### config.mk
export PLATFORM = sky130hd
export DESIGN_NAME = cp0_exc_flat
export DESIGN_NICKNAME = d
export VERILOG_FILES = /design/src/rtl/cp0_pkg.sv /design/src/rtl/cp0_exc_if.sv /design/src/rtl/cp0_timer.sv /design/src/rtl/cp0_exc.sv /design/src/flat_wrapper.sv
export SDC_FILE = /design/constraint.sdc
export NUM_CORES = 1
export LEC_CHECK = 0
export ABC_AREA = 1
export CAP_MARGIN = 25
export CORE_MARGIN = 2
export CORE_UTILIZATION = 40
export CTS_CLUSTER_DIAMETER = 50
export CTS_CLUSTER_SIZE = 12
export DETAILED_ROUTE_END_ITERATION = 10
export PLACE_DENSITY = 0.77
export SYNTH_ARGS = -nofsm -noshare
export SYNTH_HDL_FRONTEND = slang
export SYNTH_HIERARCHICAL = 1
export SYNTH_SLANG_ARGS = --single-unit
### constraint.sdc
create_clock -name clk -period 5.06 [get_ports clk]
set_clock_uncertainty 0.15 [all_clocks]
set_input_delay 0.759 -clock clk [delete_from_list [all_inputs] [get_ports clk]]
set_output_delay 0.759 -clock clk [all_outputs]
set_load 0.02 [all_outputs]
### src/rtl/cp0_pkg.sv
// Shared CP0 constants, register field layouts and read-format helpers.
// Optional timer build: define CP0_TIMER_EN.
package cp0_pkg;

  localparam int unsigned XLEN = 32;

  localparam logic [4:0] CP0_COUNT   = 5'd9;
  localparam logic [4:0] CP0_COMPARE = 5'd11;
  localparam logic [4:0] CP0_STATUS  = 5'd12;
  localparam logic [4:0] CP0_CAUSE   = 5'd13;
  localparam logic [4:0] CP0_EPC     = 5'd14;

  localparam logic [4:0] EXC_INT = 5'd0;
  localparam logic [4:0] EXC_SYS = 5'd8;
  localparam logic [4:0] EXC_RI  = 5'd10;
  localparam logic [4:0] EXC_OV  = 5'd12;

  localparam logic [XLEN-1:0] EXC_VECTOR_DEFAULT = 32'h0000_0180;

  typedef struct packed {
    logic [7:0] im;
    logic       exl;
    logic       ie;
  } status_t;

  // ip_hw holds IP[7:2] as sampled from int_in, ip_sw holds IP[1:0]
  typedef struct packed {
    logic       bd;
    logic [5:0] ip_hw;
    logic [1:0] ip_sw;
    logic [4:0] exccode;
  } cause_t;

  function automatic logic [XLEN-1:0] status_word(input status_t s);
    return {16'd0, s.im, 6'd0, s.exl, s.ie};
  endfunction

  function automatic logic [XLEN-1:0] cause_word(input logic bd, input logic [7:0] ip,
                                                 input logic [4:0] code);
    return {bd, 15'd0, ip, 1'b0, code, 2'b00};
  endfunction

endpackage

### src/rtl/cp0_exc_if.sv
// MEM-stage to CP0 connection: exception flags, mtc0/mfc0 ports, interrupts and redirect.
interface cp0_exc_if;
  logic        mem_valid;
  logic [31:0] mem_pc;
  logic        mem_bd;
  logic        mem_syscall;
  logic        mem_unknown;
  logic        mem_ovf;
  logic        mem_eret;
  logic        mem_cp0_we;
  logic [4:0]  mem_cp0_addr;
  logic [31:0] mem_cp0_wdata;
  logic [4:0]  cp0_raddr;
  logic [31:0] cp0_rdata;
  logic [5:0]  int_in;
  logic        exc_flush;
  logic [31:0] exc_pc;
  logic [31:0] epc;
  logic        exl;

  modport master (
    output mem_valid, mem_pc, mem_bd, mem_syscall, mem_unknown, mem_ovf, mem_eret,
           mem_cp0_we, mem_cp0_addr, mem_cp0_wdata, cp0_raddr, int_in,
    input  cp0_rdata, exc_flush, exc_pc, epc, exl
  );

  modport slave (
    input  mem_valid, mem_pc, mem_bd, mem_syscall, mem_unknown, mem_ovf, mem_eret,
           mem_cp0_we, mem_cp0_addr, mem_cp0_wdata, cp0_raddr, int_in,
    output cp0_rdata, exc_flush, exc_pc, epc, exl
  );
endinterface

### src/rtl/cp0_timer.sv
// CP0 Count/Compare timer with sticky match flag; only built when CP0_TIMER_EN is defined.
module cp0_timer
  import cp0_pkg::*;
(
  input  logic            clk,
  input  logic            rst_n,
  input  logic            en_i,
  input  logic            wr_count_i,
  input  logic            wr_compare_i,
  input  logic [XLEN-1:0] wdata_i,
  output logic [XLEN-1:0] count_o,
  output logic [XLEN-1:0] compare_o,
  output logic            pending_o
);

  logic [XLEN-1:0] count_q, count_d, compare_q, compare_d, count_inc;
  logic            pending_q, pending_d;

  assign count_inc = count_q + XLEN'(1);

  // Count write beats the increment; a Compare write always clears the flag
  always_comb begin
    count_d   = count_q;
    compare_d = compare_q;
    pending_d = pending_q;
    if (en_i) begin
      if (wr_count_i) begin
        count_d = wdata_i;
      end else begin
        count_d = count_inc;
        if (count_inc == compare_q) pending_d = 1'b1;
      end
      if (wr_compare_i) begin
        compare_d = wdata_i;
        pending_d = 1'b0;
      end
    end
  end

  always_ff @(posedge clk or negedge rst_n) begin
    if (!rst_n) begin
      count_q   <= '0;
      compare_q <= '0;
      pending_q <= 1'b0;
    end else begin
      count_q   <= count_d;
      compare_q <= compare_d;
      pending_q <= pending_d;
    end
  end

  assign count_o   = count_q;
  assign compare_o = compare_q;
  assign pending_o = pending_q;

endmodule

### src/rtl/cp0_exc.sv
// CP0 exception unit: Status/Cause/EPC, exception priority and pipeline redirect.
// Define CP0_TIMER_EN to add the Count/Compare timer on IP[7].
module cp0_exc
  import cp0_pkg::*;
#(
  parameter logic [31:0] EXC_VECTOR = EXC_VECTOR_DEFAULT
) (
  input  logic     clk,
  input  logic     rst_n,
  cp0_exc_if.slave bus
);

  logic            run_q;
  status_t         status_q, status_d;
  cause_t          cause_q, cause_d;
  logic [XLEN-1:0] epc_q, epc_d;

  logic [XLEN-1:0] count_v, compare_v;
  logic            timer_pend;
  logic [7:0]      ip_c;
  logic            int_pend, exc_take, eret_take, wr_en;
  logic [4:0]      exc_code;

  assign wr_en = run_q & bus.mem_valid & bus.mem_cp0_we & ~exc_take & ~eret_take;

`ifdef CP0_TIMER_EN
  cp0_timer u_timer (
    .clk          (clk),
    .rst_n        (rst_n),
    .en_i         (run_q),
    .wr_count_i   (wr_en && (bus.mem_cp0_addr == CP0_COUNT)),
    .wr_compare_i (wr_en && (bus.mem_cp0_addr == CP0_COMPARE)),
    .wdata_i      (bus.mem_cp0_wdata),
    .count_o      (count_v),
    .compare_o    (compare_v),
    .pending_o    (timer_pend)
  );
`else
  assign count_v    = '0;
  assign compare_v  = '0;
  assign timer_pend = 1'b0;
`endif

  assign ip_c     = {cause_q.ip_hw[5] | timer_pend, cause_q.ip_hw[4:0], cause_q.ip_sw};
  assign int_pend = status_q.ie & ~status_q.exl & (|(ip_c & status_q.im));

  // Priority: interrupt > reserved instruction > syscall > overflow > eret
  always_comb begin
    exc_take = 1'b0;
    exc_code = EXC_INT;
    if (run_q && bus.mem_valid) begin
      if (int_pend) begin
        exc_take = 1'b1;
        exc_code = EXC_INT;
      end else if (bus.mem_unknown) begin
        exc_take = 1'b1;
        exc_code = EXC_RI;
      end else if (bus.mem_syscall) begin
        exc_take = 1'b1;
        exc_code = EXC_SYS;
      end else if (bus.mem_ovf) begin
        exc_take = 1'b1;
        exc_code = EXC_OV;
      end
    end
  end

  assign eret_take     = run_q & bus.mem_valid & bus.mem_eret & ~exc_take;
  assign bus.exc_flush = exc_take | eret_take;
  assign bus.exc_pc    = exc_take ? EXC_VECTOR : epc_q;
  assign bus.epc       = epc_q;
  assign bus.exl       = status_q.exl;

  always_comb begin
    bus.cp0_rdata = '0;
    case (bus.cp0_raddr)
      CP0_COUNT:   bus.cp0_rdata = count_v;
      CP0_COMPARE: bus.cp0_rdata = compare_v;
      CP0_STATUS:  bus.cp0_rdata = status_word(status_q);
      CP0_CAUSE:   bus.cp0_rdata = cause_word(cause_q.bd, ip_c, cause_q.exccode);
      CP0_EPC:     bus.cp0_rdata = epc_q;
      default:     bus.cp0_rdata = '0;
    endcase
  end

  // Exception/eret take precedence over, and suppress, a same-cycle mtc0
  always_comb begin
    status_d = status_q;
    cause_d  = cause_q;
    epc_d    = epc_q;
    if (run_q) begin
      cause_d.ip_hw = bus.int_in;
      if (exc_take) begin
        status_d.exl    = 1'b1;
        cause_d.exccode = exc_code;
        if (!status_q.exl) begin
          epc_d      = bus.mem_bd ? bus.mem_pc - XLEN'(4) : bus.mem_pc;
          cause_d.bd = bus.mem_bd;
        end
      end else if (eret_take) begin
        status_d.exl = 1'b0;
      end else if (wr_en) begin
        case (bus.mem_cp0_addr)
          CP0_STATUS: begin
            status_d.im  = bus.mem_cp0_wdata[15:8];
            status_d.exl = bus.mem_cp0_wdata[1];
            status_d.ie  = bus.mem_cp0_wdata[0];
          end
          CP0_CAUSE: cause_d.ip_sw = bus.mem_cp0_wdata[9:8];
          CP0_EPC:   epc_d = bus.mem_cp0_wdata;
          default: ;
        endcase
      end
    end
  end

  // run_q holds off all updates on the first edge after reset release
  always_ff @(posedge clk or negedge rst_n) begin
    if (!rst_n) begin
      run_q    <= 1'b0;
      status_q <= '0;
      cause_q  <= '0;
      epc_q    <= '0;
    end else begin
      run_q    <= 1'b1;
      status_q <= status_d;
      cause_q  <= cause_d;
      epc_q    <= epc_d;
    end
  end

endmodule

### src/flat_wrapper.sv
// flat-port wrapper written by rule: the top's interface ports become plain ports
module cp0_exc_flat import cp0_pkg::*;
#(
  parameter logic [31:0] EXC_VECTOR = EXC_VECTOR_DEFAULT
)
  (clk, rst_n, bus_mem_valid, bus_mem_pc, bus_mem_bd, bus_mem_syscall, bus_mem_unknown, bus_mem_ovf, bus_mem_eret, bus_mem_cp0_we, bus_mem_cp0_addr, bus_mem_cp0_wdata, bus_cp0_raddr, bus_int_in, bus_cp0_rdata, bus_exc_flush, bus_exc_pc, bus_epc, bus_exl);
  cp0_exc_if bus_i ();
  input  logic clk;
  input  logic rst_n;
  input wire logic [$bits(bus_i.mem_valid)-1:0] bus_mem_valid;
  input wire logic [$bits(bus_i.mem_pc)-1:0] bus_mem_pc;
  input wire logic [$bits(bus_i.mem_bd)-1:0] bus_mem_bd;
  input wire logic [$bits(bus_i.mem_syscall)-1:0] bus_mem_syscall;
  input wire logic [$bits(bus_i.mem_unknown)-1:0] bus_mem_unknown;
  input wire logic [$bits(bus_i.mem_ovf)-1:0] bus_mem_ovf;
  input wire logic [$bits(bus_i.mem_eret)-1:0] bus_mem_eret;
  input wire logic [$bits(bus_i.mem_cp0_we)-1:0] bus_mem_cp0_we;
  input wire logic [$bits(bus_i.mem_cp0_addr)-1:0] bus_mem_cp0_addr;
  input wire logic [$bits(bus_i.mem_cp0_wdata)-1:0] bus_mem_cp0_wdata;
  input wire logic [$bits(bus_i.cp0_raddr)-1:0] bus_cp0_raddr;
  input wire logic [$bits(bus_i.int_in)-1:0] bus_int_in;
  output wire logic [$bits(bus_i.cp0_rdata)-1:0] bus_cp0_rdata;
  output wire logic [$bits(bus_i.exc_flush)-1:0] bus_exc_flush;
  output wire logic [$bits(bus_i.exc_pc)-1:0] bus_exc_pc;
  output wire logic [$bits(bus_i.epc)-1:0] bus_epc;
  output wire logic [$bits(bus_i.exl)-1:0] bus_exl;
  assign bus_i.mem_valid = bus_mem_valid;
  assign bus_i.mem_pc = bus_mem_pc;
  assign bus_i.mem_bd = bus_mem_bd;
  assign bus_i.mem_syscall = bus_mem_syscall;
  assign bus_i.mem_unknown = bus_mem_unknown;
  assign bus_i.mem_ovf = bus_mem_ovf;
  assign bus_i.mem_eret = bus_mem_eret;
  assign bus_i.mem_cp0_we = bus_mem_cp0_we;
  assign bus_i.mem_cp0_addr = bus_mem_cp0_addr;
  assign bus_i.mem_cp0_wdata = bus_mem_cp0_wdata;
  assign bus_i.cp0_raddr = bus_cp0_raddr;
  assign bus_i.int_in = bus_int_in;
  assign bus_cp0_rdata = bus_i.cp0_rdata;
  assign bus_exc_flush = bus_i.exc_flush;
  assign bus_exc_pc = bus_i.exc_pc;
  assign bus_epc = bus_i.epc;
  assign bus_exl = bus_i.exl;
  cp0_exc #(.EXC_VECTOR(EXC_VECTOR)) u_core (.clk(clk), .rst_n(rst_n), .bus(bus_i));
endmodule
# Yosys cells after proc, flatten, opt, wreduce, memory -nomap -nowiden
# Cells that the tools add are included.
[totals]
regBits = 57
inputBits = 89
out_inout_bits = 98
word_cells = 65
[classes]
addsub = 1
n_eq_ne = 8
muxes = 22
n_bitwise = 13
reduce_logical = 12
[ops]
columns = ["cell", "n"]
rows = [
  ["two-way mux 32 bit", 7],
  ["one-hot mux 32 bit (3 select lines)", 1],
  ["subtractor 32 x 3 -> 32 bit (second input constant)", 1],
  ["equality test 5 x 4 -> 1 bit (second input constant)", 6],
  ["two-way mux 5 bit", 4],
  ["AND reduction 5 bit", 3],
  ["AND 1 bit", 8],
  ["AND 8 bit", 1],
  ["OR reduction 8 bit", 1],
  ["two-way mux 1 bit", 7],
  ["AND reduction 3 bit", 2],
  ["nonzero test 3 bit", 2],
  ["two-way mux 2 bit", 2],
  ["two-way mux 4 bit", 1],
  ["nonzero test 2 bit", 2],
  ["inverter 1 bit", 3],
  ["!= test 2 x 1 -> 1 bit (second input constant)", 1],
  ["!= test 2 bit (second input constant)", 1],
  ["AND reduction 2 bit", 1],
  ["logical AND 1 bit", 1],
  ["OR 1 bit", 1],
]

# Depth between registers and ports, before layout
[depth]
depth_word = 12
ltp_mapped = 15

# Worst setup path after synthesis
# Ideal clock, no wire load.
[synth_timing]
path_kind = "input to output"
startpoint = "in bus_cp0_raddr[3]"
endpoint = "out bus_cp0_rdata[31]"
arrival_ps = 1914
required_ps = 4151
setup_slack_ps = 2237
stages = 5
n_path_buf = 1
cell_sequence = "nand2_1 nor2_2 nand3b_1 clkbuf_1 o21ai_0"
[synth_between]
elab_chain_len = 2
word_cells_on_any_way = 4
classes_between = "3 x eq/ne; 1 x mux"
[synth_rtl]
columns = ["item", "line_no", "rtl"]
rows = [
  ["from (decl)", "flat_wrapper.sv:20", "input wire logic [$bits(bus_i.cp0_raddr)-1:0] bus_cp0_raddr;"],
  ["equality test 5 x 4 -> 1 bit", "cp0_exc.sv:76", "case (bus.cp0_raddr)"],
  ["one-hot mux 32 bit (3 select lines) *", "cp0_exc.sv:76", ""],
  ["to (decl)", "flat_wrapper.sv:22", "output wire logic [$bits(bus_i.cp0_rdata)-1:0] bus_cp0_rdata;"],
]
# Mark *: on every way between the ends. The rest lies on a longest branch, timed or not.

# Worst setup path after layout
[layout_timing]
startpoint = "in bus_cp0_raddr[1]"
endpoint = "out bus_cp0_rdata[8]"
# Same word-level chain as after synthesis.

==> run_results.csv <==
group,metric,value,unit
clocking,cts_setup_buffers,0,
pwr,power.density,210.6,mW/mm^2
timing,rsz0062_at_grt,"no",
clocking,post_cts_resized,0,
floorplanning,rows,37,
final_layout,multiInputGateArea,0.002395,mm^2
final_layout,final_layout_size_suffix_gt1_frac,0.09450,
detailed_routing,drc_errors,0,
worst_setup_path,path_class,"in2out",
clocking,cts_buffer_depth,2,
yosys,yosys.area.top_type,"dfrtp_1",
floorplanning,core-area,0.01037,mm^2
worst_setup_path,rrSetupSlack,2.32,ns
worst_setup_path,path_max_fanout,11,
yosys,async_flop_share,1.000,
yosys,synth.area.top_cells,"dfrtp_1 32%, nand2_1 20%, nor2_1 8.0%",
detailed_routing,vias,4743,
min_path,hold_depth,2,
worst_setup_path,start_kind,"input port",
worst_setup_path,crit_path_end_kind,"output pin",
clocking,htree_levels,2,
timing,min_period_over_period,0.8434,
yosys,synth-edff-count,0,
clocking,clk_pin_slew,0.10,ns
detailed_routing,drt_iter0_drc,316,
worst_setup_path,crit_arrival,3.36,ns
timing,finalSetupViolations,0,
timing,fmax,234.3,MHz
floorplanning,dieArea,0.01154,mm^2
min_path,worstHoldStart,"u_core/status_q[3]",
grt,met3_usage,0.02119,
pwr,vdd_ir_drop_max,0.1047,mV
grt,grt_usage,0.2359,
grt,grt_max_degree,62,
clocking,cts_tree,"done",
final_layout,regArea,0.001376,mm^2
clocking,cts_buffers,5,
worst_setup_path,reg2regPathDepth,9,
final_layout,final_common_cell,"nand2_1",
clocking,insertion_delay,0.31,ns
grt,grt.busiest_layer,"met2",
worst_setup_path,r2r-end,"u_core/bus.epc[16]",
place,portBuffers,186,
floorplanning,start_util,0.4128,
place,place_congestion,0.8893,
final_layout,antenna_cells,0,
clocking,hold_buffers,0,
worst_setup_path,timing.rr.start,"u_core/run_q",
grt,met2_usage,0.4204,
yosys,yosys_warnings,6,
run_status,status,"complete, no violations",
final_layout,fill_cells,990,
timing,post-route-min-period,4.267,ns
worst_setup_path,cp.required,4.15,ns
timing,slew_viol_final,0,
floorplanning,fp.dieW,107.4,um
clocking,cts_root_buf,"clkbuf_8",
final_layout,fin_nets,925,
timing,tightest_slew,0.7562,ns
grt,met1_usage,0.3068,
yosys,synth_ff_type,"dfrtp_1",
yosys,synth-seq-cells,55,
detailed_routing,wl,13860,um
grt,grt_pass1_vias,4552,
detailed_routing,via_per_inst,4.880,
timing,fin_tns_setup,0,ns
yosys,mappedNetlistArea,0.004280,mm^2
grt,overflow,0,
min_path,hold_path_end,"u_core/status_q[3]",
yosys,synth_cells,662,
yosys,syn-num-nets,752,
timing,finalHoldViolations,0,
place,hpwl,10830,um
detailed_routing,first_pass_iters,5,
floorplanning,chipHeight,107.4,um
run,maxCapViolCount,0,
yosys,ys_types,42,
grt,grt_first_pass_wirelength,21970,um
final_layout,finish.utilization,0.6033,
yosys,yosysSeqAreaShare,0.3215,
floorplanning,ios,187,
yosys,synth.avg_cell_area,6.466,um^2
pwr,p_leak,2.989,nW
timing,slew_headroom,0.4947,
yosys,synth.top_cell.area_share,0.3215,
detailed_routing,antenna_left,0,
detailed_routing,avgRoutedWirePerCell,14.26,um
min_path,holdCritPathClass,"reg2reg",
clocking,clock-sinks,55,
grt,antenna_found_initial,0,
final_layout,final_cell_mix,"223 x nand2_1, 185 x clkdlybuf4s50_1, 91 x nor2_1",
final_layout,area_growth,46.16,%
-- layer usage --
metal | routed length [um] | part of all wire
met1 | 6083 | 0.44
met3 | 750 | 0.054
met5 | 0 | 0
met2 | 6793 | 0.49
met4 | 232 | 0.017
-- flip-flops by register name, summed over array words and instances (netlist names) --
| signal | flops |
|---|---|
| u_core/status_q | 9 |
| u_core/run_q | 1 |
| u_core/bus.epc | 32 |
| u_core/bus.exl | 1 |
| u_core/cause_q | 12 |
-- worst max-delay path by stage --
stage	startpoint	end	slack, ns	depth (start not counted)
floorplan	bus_cp0_raddr[3]	bus_cp0_rdata[31]	2.24	5
global placement	bus_cp0_raddr[1]	bus_cp0_rdata[9]	0.98	7
detailed placement	bus_cp0_raddr[1]	bus_cp0_rdata[8]	0.85	5
CTS	bus_cp0_raddr[1]	bus_cp0_rdata[8]	0.83	5
global route	bus_cp0_raddr[1]	bus_cp0_rdata[14]	0.59	5
finish	bus_cp0_raddr[1]	bus_cp0_rdata[8]	0.79	5
-- through the flow --
step	total power (W)	setup slack [ns]	hold slack (ns)	instance area (um^2)	cells
final	0.001317	0.7926	0.3539	6256	972
after global routing	0.001391	0.5862	0.3894	6256	972
after CTS	0.001329	0.8255	0.3553	6256	972
after detailed placement	0.001074	0.8529	0.3271	6165	964
after global placement	0.001063	0.9823	0.3195	6165	964
after floorplan	0.0008056	2.237	0.2988	4280	662
-- cell type report --
class	count	area share
multi-input cells	493	0.3828
clock inverters	3	0.003600
flip-flops and latches	55	0.2200
repair buffers	189	0.3004
clock buffers	5	0.01100
inverters	91	0.05500
well taps	136	0.02720
-- Yosys cell counts, types with 4 or more instances --
| cell | instances |
|---|---|
| nand2_1 | 223 |
| nor2_1 | 91 |
| inv_1 | 87 |
| dfrtp_1 | 55 |
| nand2_2 | 39 |
| nand3_1 | 36 |
| o21ai_0 | 24 |
| buf_2 | 12 |
| nand4_1 | 9 |
| o221ai_1 | 8 |
| nor2_2 | 7 |
| o22ai_1 | 6 |
| xor2_1 | 6 |
| clkbuf_1 | 5 |
| nand3b_1 | 5 |
| xnor2_1 | 5 |
| o21ai_1 | 4 |
-- worst max-delay path, cell delays in order --
cell and delay (ns):
clkdlybuf4s50_1 0.43, nor2_1 0.49, nand4_1 0.61, o221ai_1 0.41
clkdlybuf4s50_1 0.66
-- power by group --
part	total (W)	internal, W	switching, W
Sequential	0.000537	0.000490	0.0000469
Combinational	0.000529	0.000243	0.000286
Clock	0.000251	0.0000996	0.000151
Total	0.00132	0.000833	0.000484
-- cell families (layout without fill, tap and decap cells) --
kind of cell	Yosys count	after routing	share of synthesized area
other	1	1	0.0008761
AOI/OAI and AO/OA	52	52	0.07805
buffers and inverters	114	288	0.1190
and+or+nand+nor	428	428	0.4551
adders and majority gates	1	1	0.002923
xor gates and xnor gates	11	11	0.02251
DFF	55	55	0.3215
No activity file was read; power rests on OpenSTA's default activity.
